<file path="src/rtl/tmds_channel_decoder.sv">
// -----------------------------------------------------------------------------
// tmds_channel_decoder
//   Receive side of one TMDS channel. Shifts the serial stream in LSB first,
//   finds the 10-bit word boundary by looking for repeated control tokens, and
//   then decodes every aligned word into a pixel byte or a {C1,C0} control
//   field.
//
//   Ports
//     clk         in   bit clock (10x pixel rate), rising edge
//     s_rst       in   synchronous reset, active-high
//     serial_in   in   TMDS serial bit, one per clk
//     word_valid  out  one-cycle pulse when pixel_data/ctrl/de/guard update
//     pixel_data  out  decoded data byte (meaningful when de=1)
//     ctrl        out  {C1,C0} of the last control token (held)
//     de          out  1 = data word, 0 = control/guard word
//     guard       out  guard-band word flag (constant 0 unless GUARD_DETECT_EN)
//     locked      out  word alignment established
//
//   Build option
//     GUARD_DETECT_EN : when defined, a locked boundary word equal to
//                       GUARD_WORD is flagged on guard instead of decoded.
//
//   LOCK_COUNT is expected to be at least 2 (the first token is what moves
//   the FSM out of UNLOCKED).
// -----------------------------------------------------------------------------
module tmds_channel_decoder #(
    parameter int         LOCK_COUNT   = 4,
    parameter int         MAX_DATA_RUN = 2048,
    parameter logic [9:0] GUARD_WORD   = 10'h2CC
) (
    input  logic       clk,
    input  logic       s_rst,
    input  logic       serial_in,
    output logic       word_valid,
    output logic [7:0] pixel_data,
    output logic [1:0] ctrl,
    output logic       de,
    output logic       guard,
    output logic       locked
);

    localparam int MATCH_W = $clog2(LOCK_COUNT + 1);
    localparam int RUN_W   = $clog2(MAX_DATA_RUN + 1);
    localparam logic [MATCH_W-1:0] LOCK_CNT_V = MATCH_W'(LOCK_COUNT);
    localparam logic [RUN_W-1:0]   RUN_MAX_V  = RUN_W'(MAX_DATA_RUN);

    typedef enum logic [1:0] {
        ST_UNLOCKED  = 2'd0,
        ST_CANDIDATE = 2'd1,
        ST_LOCKED    = 2'd2
    } state_t;

    // True when q is one of the four control tokens.
    function automatic logic is_token(input logic [9:0] q);
        case (q)
            10'h354, 10'h0AB, 10'h154, 10'h2AB: return 1'b1;
            default:                            return 1'b0;
        endcase
    endfunction

    // {C1,C0} carried by a control token.
    function automatic logic [1:0] token_code(input logic [9:0] q);
        case (q)
            10'h354: return 2'b00;
            10'h0AB: return 2'b01;
            10'h154: return 2'b10;
            10'h2AB: return 2'b11;
            default: return 2'b00;
        endcase
    endfunction

    // Undo the optional inversion (q[9]) and the XOR/XNOR chain (q[8]).
    function automatic logic [7:0] decode_word(input logic [9:0] q);
        logic [7:0] qi;
        logic [7:0] chain;
        logic [7:0] d;
        qi    = q[9] ? ~q[7:0] : q[7:0];
        chain = qi ^ {qi[6:0], 1'b0};
        d     = q[8] ? chain : ~chain;
        d[0]  = qi[0];
        return d;
    endfunction

    state_t             state_q, state_d;
    logic [9:0]         sr_q, sr_d;
    logic [3:0]         bit_cnt_q, bit_cnt_d;
    logic [MATCH_W-1:0] match_cnt_q, match_cnt_d;
    logic [RUN_W-1:0]   run_cnt_q, run_cnt_d;
    logic               word_valid_q, word_valid_d;
    logic [7:0]         pixel_data_q, pixel_data_d;
    logic [1:0]         ctrl_q, ctrl_d;
    logic               de_q, de_d;
    logic               guard_q, guard_d;
    logic               locked_q, locked_d;

    logic               boundary_s;
    logic               tok_s;
    logic [MATCH_W-1:0] match_inc_s;
    logic [RUN_W-1:0]   run_inc_s;

    // Next-state and output logic; decisions are made on sr_d so that the
    // outputs register on the same edge that samples bit 9 of the word.
    always_comb begin
        state_d      = state_q;
        sr_d         = {serial_in, sr_q[9:1]};
        bit_cnt_d    = (bit_cnt_q == 4'd9) ? 4'd0 : bit_cnt_q + 4'd1;
        match_cnt_d  = match_cnt_q;
        run_cnt_d    = run_cnt_q;
        word_valid_d = 1'b0;
        pixel_data_d = pixel_data_q;
        ctrl_d       = ctrl_q;
        de_d         = de_q;
        guard_d      = guard_q;
        locked_d     = locked_q;

        boundary_s   = (bit_cnt_q == 4'd9);
        tok_s        = is_token(sr_d);
        match_inc_s  = match_cnt_q + MATCH_W'(1);
        run_inc_s    = run_cnt_q + RUN_W'(1);

        case (state_q)
            ST_UNLOCKED: begin
                // Hunt on every bit; a token here defines the word phase.
                bit_cnt_d = 4'd0;
                if (tok_s) begin
                    state_d     = ST_CANDIDATE;
                    match_cnt_d = MATCH_W'(1);
                end else begin
                    match_cnt_d = '0;
                end
            end
            ST_CANDIDATE: begin
                if (!boundary_s) begin
                    state_d = ST_CANDIDATE;
                end else if (tok_s) begin
                    match_cnt_d = match_inc_s;
                    if (match_inc_s == LOCK_CNT_V) begin
                        state_d   = ST_LOCKED;
                        locked_d  = 1'b1;
                        run_cnt_d = '0;
                    end else begin
                        state_d = ST_CANDIDATE;
                    end
                end else begin
                    state_d     = ST_UNLOCKED;
                    match_cnt_d = '0;
                end
            end
            ST_LOCKED: begin
                if (!boundary_s) begin
                    state_d = ST_LOCKED;
                end else if (tok_s) begin
                    word_valid_d = 1'b1;
                    ctrl_d       = token_code(sr_d);
                    de_d         = 1'b0;
                    guard_d      = 1'b0;
                    run_cnt_d    = '0;
                end else if (run_inc_s == RUN_MAX_V) begin
                    // Too long without a token: drop alignment, outputs hold.
                    state_d     = ST_UNLOCKED;
                    locked_d    = 1'b0;
                    match_cnt_d = '0;
                    run_cnt_d   = '0;
                end else begin
                    run_cnt_d    = run_inc_s;
                    word_valid_d = 1'b1;
`ifdef GUARD_DETECT_EN
                    if (sr_d == GUARD_WORD) begin
                        guard_d = 1'b1;
                        de_d    = 1'b0;
                    end else begin
                        guard_d      = 1'b0;
                        de_d         = 1'b1;
                        pixel_data_d = decode_word(sr_d);
                    end
`else
                    de_d         = 1'b1;
                    pixel_data_d = decode_word(sr_d);
`endif
                end
            end
            default: begin
                state_d     = ST_UNLOCKED;
                locked_d    = 1'b0;
                match_cnt_d = '0;
                run_cnt_d   = '0;
            end
        endcase
    end

    // State and output registers with synchronous reset.
    always_ff @(posedge clk) begin
        if (s_rst) begin
            state_q      <= ST_UNLOCKED;
            sr_q         <= 10'd0;
            bit_cnt_q    <= 4'd0;
            match_cnt_q  <= '0;
            run_cnt_q    <= '0;
            word_valid_q <= 1'b0;
            pixel_data_q <= 8'd0;
            ctrl_q       <= 2'b00;
            de_q         <= 1'b0;
            guard_q      <= 1'b0;
            locked_q     <= 1'b0;
        end else begin
            state_q      <= state_d;
            sr_q         <= sr_d;
            bit_cnt_q    <= bit_cnt_d;
            match_cnt_q  <= match_cnt_d;
            run_cnt_q    <= run_cnt_d;
            word_valid_q <= word_valid_d;
            pixel_data_q <= pixel_data_d;
            ctrl_q       <= ctrl_d;
            de_q         <= de_d;
            guard_q      <= guard_d;
            locked_q     <= locked_d;
        end
    end

    assign word_valid = word_valid_q;
    assign pixel_data = pixel_data_q;
    assign ctrl       = ctrl_q;
    assign de         = de_q;
    assign guard      = guard_q;
    assign locked     = locked_q;

endmodule

</file>
<file path="config.mk">
export PLATFORM = sky130hd
export DESIGN_NAME = tmds_channel_decoder
export DESIGN_NICKNAME = d
export VERILOG_FILES = /design/src/rtl/tmds_channel_decoder.sv
export SDC_FILE = /design/constraint.sdc
export NUM_CORES = 1
export LEC_CHECK = 0
export CORE_AREA = 2 2 85 87
export CTS_CLUSTER_DIAMETER = 150
export DETAILED_ROUTE_END_ITERATION = 16
export DIE_AREA = 0 0 87 89
export GPL_ROUTABILITY_DRIVEN = 0
export PLACE_DENSITY = 0.54
export SYNTH_ARGS = -nofsm -noshare
export SYNTH_HDL_FRONTEND = slang
export SYNTH_SLANG_ARGS = --single-unit
</file>
<file path="constraint.sdc">
create_clock -name clk -period 2.5 [get_ports clk]
set_input_delay 0.25 -clock clk [delete_from_list [all_inputs] [get_ports clk]]
set_output_delay 0.25 -clock clk [all_outputs]
set_load 0.05 [all_outputs]
</file>
==> impl_metrics.tcl <==
set metrics [dict create \
    grt.overflow.total 0 \
    hold_path_class "flop to flop" \
    cts_tree "built" \
    ir_drop_v 0.000351 \
    postSynth.asyncResetShare 0 \
    drt_drc_violations_left 0 \
    endpoint_kind "flop" \
    min_delay_path_depth 2 \
    multiInputGateArea_mm2 0.00136 \
    fillCellCount 682 \
    crit_chain "buf_4 > nand4_4 > nor4_4 > nor3_1 > or4_4 > buf_12 > nor3_4 > o32ai_1" \
    status "finished, final reports clean" \
    setup.worst_path.start_class "flop" \
    p_leak_uw 0.000901 \
    initial_core_util 0.345 \
    grt_max_degree 41 \
    cts.path.max_buffers 2 \
    fin_area_mm2 0.00272 \
    vias_per_cell 5.22 \
    max_stage_delay_ps 550 \
    timing.final.crit_share 0.930 \
    hold_end "ctrl[0]$_SDFFE_PP0P_" \
    wl_um 5030 \
    setup_violations 0 \
    reg2reg_from "run_cnt_q[0]$_SDFFE_PP0P_" \
    syn_area_mm2 0.00231 \
    cp_num_buf_inv 2 \
    drive_above_1_share 0.183 \
    ant_nets 0 \
    place_hpwl_um 3440 \
    slew_headroom 0.490 \
    ctsHoldBuffers 0 \
    drtIter0Drc 70 \
    required_ps 2690 \
    num_antenna_cells 0 \
    cts_sinks 43 \
    grt_pass1_vias 1759 \
    cts_htree_levels 2 \
    drt_first_pass_iters 4 \
    synth_cell_types 51 \
    final.setup_skew_ps 12.5 \
    hold_viol 0 \
    post-route-worst-setup-slack_ps 175 \
    hold_start "ctrl[0]$_SDFFE_PP0P_" \
    die_h_um 89 \
    path_clk_slew_ps 100 \
    power.density_mw_per_mm2 453 \
    ys_seq_area_frac 0.372 \
    ios 17 \
    fmax_mhz 430 \
    syn_avg_cell_area_um2 8.90 \
    gr-usage-all-layers 0.135 \
    grt_pass1_wl_um 8260 \
    ys_ff_latch 43 \
    cpLargestDelayFamily "simple AND/OR/NAND/NOR gates" \
    r2r_end "locked$_SDFFE_PP0P_" \
    vias 1870 \
    drv_cap 0 \
    core_area_mm2 0.00672 \
    synth-main-ff-cell "dfxtp_1" \
    slowest_stage "or4_4" \
    rsz0062_at_grt "false" \
    rrSetupSlack_ps 180 \
    final_core_util 0.404 \
    final_max_slew_viol_count 0 \
    syn_nets 269 \
    reg2regPathDepth 8 \
    worstSetupPathType "flop to flop" \
    num_rows 30 \
    critPathMaxFanout 26 \
    yosysWarnings 0 \
    area_delta_synth_final_pct 17.4 \
    ctsRootBufferMaster "clkbuf_8" \
    clock_latency_ps 310 \
    port_buffers 15 \
    drt-wirelength-per-cell_um 14.0 \
    synthCells 260 \
    cts_buffers 5 \
    antenna_found_initial 0 \
    tightest_slew_ps 764 \
    finalCriticalPeriod_ps 2320 \
    power.total_uw 1230 \
    die_area_mm2 0.00774 \
    arrival_ps 2510 \
    fp.dieW_um 87 \
    place_worst_setup_slack_ps 106 \
    fin_nets 286 \
    seq_area_um2 871 \
    fin_tns_setup_ps 0 \
    place_area_mm2 0.00255 \
    synth_edf_count 0 \
]
## cell families after synthesis
| family | share of synthesized area |
|---|---|
| other cells | 0.00162 |
| flops | 0.372 |
| fa+ha+maj | 0.0324 |
| simple gates | 0.264 |
| buf+inv | 0.0584 |
| compound gates | 0.199 |
| xor+xnor | 0.0719 |
## cell usage after synthesis, types with 2 or more instances
master / instances / area share
a211o_1: 2 / 0.0076
a211oi_1: 5 / 0.016
a21oi_1: 19 / 0.041
a22oi_1: 3 / 0.0097
a311oi_2: 8 / 0.052
a31oi_1: 3 / 0.0081
and3_1: 2 / 0.0054
and3b_1: 2 / 0.0076
buf_2: 6 / 0.013
buf_6: 2 / 0.0097
clkbuf_1: 8 / 0.013
dfxtp_1: 43 / 0.37
ha_1: 6 / 0.032
inv_1: 7 / 0.011
nand2_1: 17 / 0.028
nand2b_1: 2 / 0.0054
nand3_1: 13 / 0.028
nand3b_1: 5 / 0.016
nand4_1: 5 / 0.014
nor2_1: 20 / 0.032
nor2b_1: 12 / 0.032
nor3_1: 5 / 0.011
nor3b_1: 2 / 0.0065
nor4bb_1: 2 / 0.0086
o21ai_0: 11 / 0.024
o31ai_1: 2 / 0.0065
o32ai_1: 2 / 0.0076
or2_2: 2 / 0.0054
or3_1: 4 / 0.011
or4_1: 2 / 0.0065
xnor2_1: 16 / 0.061
xor2_1: 3 / 0.011
## registers in the layout (all words and copies together) (netlist names)
register     flops
word_valid       1
match_cnt_q      3
run_cnt_q       12
state_q          2
sr_q             9
de               1
locked           1
pixel_data       8
bit_cnt_q        4
ctrl             2
## power by group
group,internal [uW],total [uW],switching [uW]
Combinational,23.7,63.8,40.1
Clock,200,470,270
Sequential,689,696,6.26
## how the worst max path moves through the flow
stage | from | to | cells after the start
2_1_floorplan | run_cnt_q[0]$_SDFFE_PP0P_ | pixel_data[4]$_SDFFE_PP0P_ | 9
3_3_place_gp | run_cnt_q[0]$_SDFFE_PP0P_ | match_cnt_q[0]$_SDFFE_PP0P_ | 8
3_5_place_dp | run_cnt_q[0]$_SDFFE_PP0P_ | locked$_SDFFE_PP0P_ | 8
4_1_cts | run_cnt_q[0]$_SDFFE_PP0P_ | match_cnt_q[0]$_SDFFE_PP0P_ | 8
5_1_grt | run_cnt_q[0]$_SDFFE_PP0P_ | locked$_SDFFE_PP0P_ | 8
6_report | run_cnt_q[0]$_SDFFE_PP0P_ | locked$_SDFFE_PP0P_ | 8
## cells in the final DEF, fill, tap and decap left out, types with 3 or more instances in the layout
cell type	Yosys	layout
dfxtp_1	43	35
nor2_1	20	19
a21oi_1	19	19
nand2_1	17	17
xnor2_1	16	16
clkdlybuf4s50_1	0	15
nand3_1	13	13
buf_4	1	13
nor2b_1	12	12
o21ai_0	11	10
a311oi_2	8	8
dfxtp_2	0	8
inv_1	7	7
nand4_1	5	5
nand3b_1	5	5
nor3_1	5	5
ha_1	6	5
clkbuf_8	0	5
or3_1	4	4
a211oi_1	5	4
xor2_1	3	3
a22oi_1	3	3
a31oi_1	3	3
## metal layers
layer	up-vias	part of all wire	global-route usage
met1	865	0.50	0.182
met5	-	0	0
met3	7	0.027	0.0277
met4	0	0.017	0.0526
li1	974	-	-
met2	24	0.46	0.212
## tightest hold or removal path: stages, from the launching register on
cell and delay, ps:
dfxtp_1 330, nand2_1 60, a21oi_1 50
## metrics by stage
step,cells,hold slack [ps]
2_1_floorplan,260,378
6_report,358,473
3_5_place_dp,348,453
5_1_grt,358,492
3_3_place_gp,348,449
4_1_cts,356,470
## timing repair
| action | 4_1_cts | 5_1_grt |
|---|---|---|
| setup buffers | 0 | 2 |
| resized for setup | 0 | 18 |
| endpoints found under the setup margin | 0 | 13 |
## final cells by class
type / instances / area share
clock buffer: 5 / 0.0253
clock inverter: 3 / 0.00921
inverter: 7 / 0.00967
multi-input combinational: 191 / 0.500
sequential: 43 / 0.321
tap: 80 / 0.0368
timing repair buffer: 29 / 0.0986
Note: power is estimated with default switching activity, not from simulation.
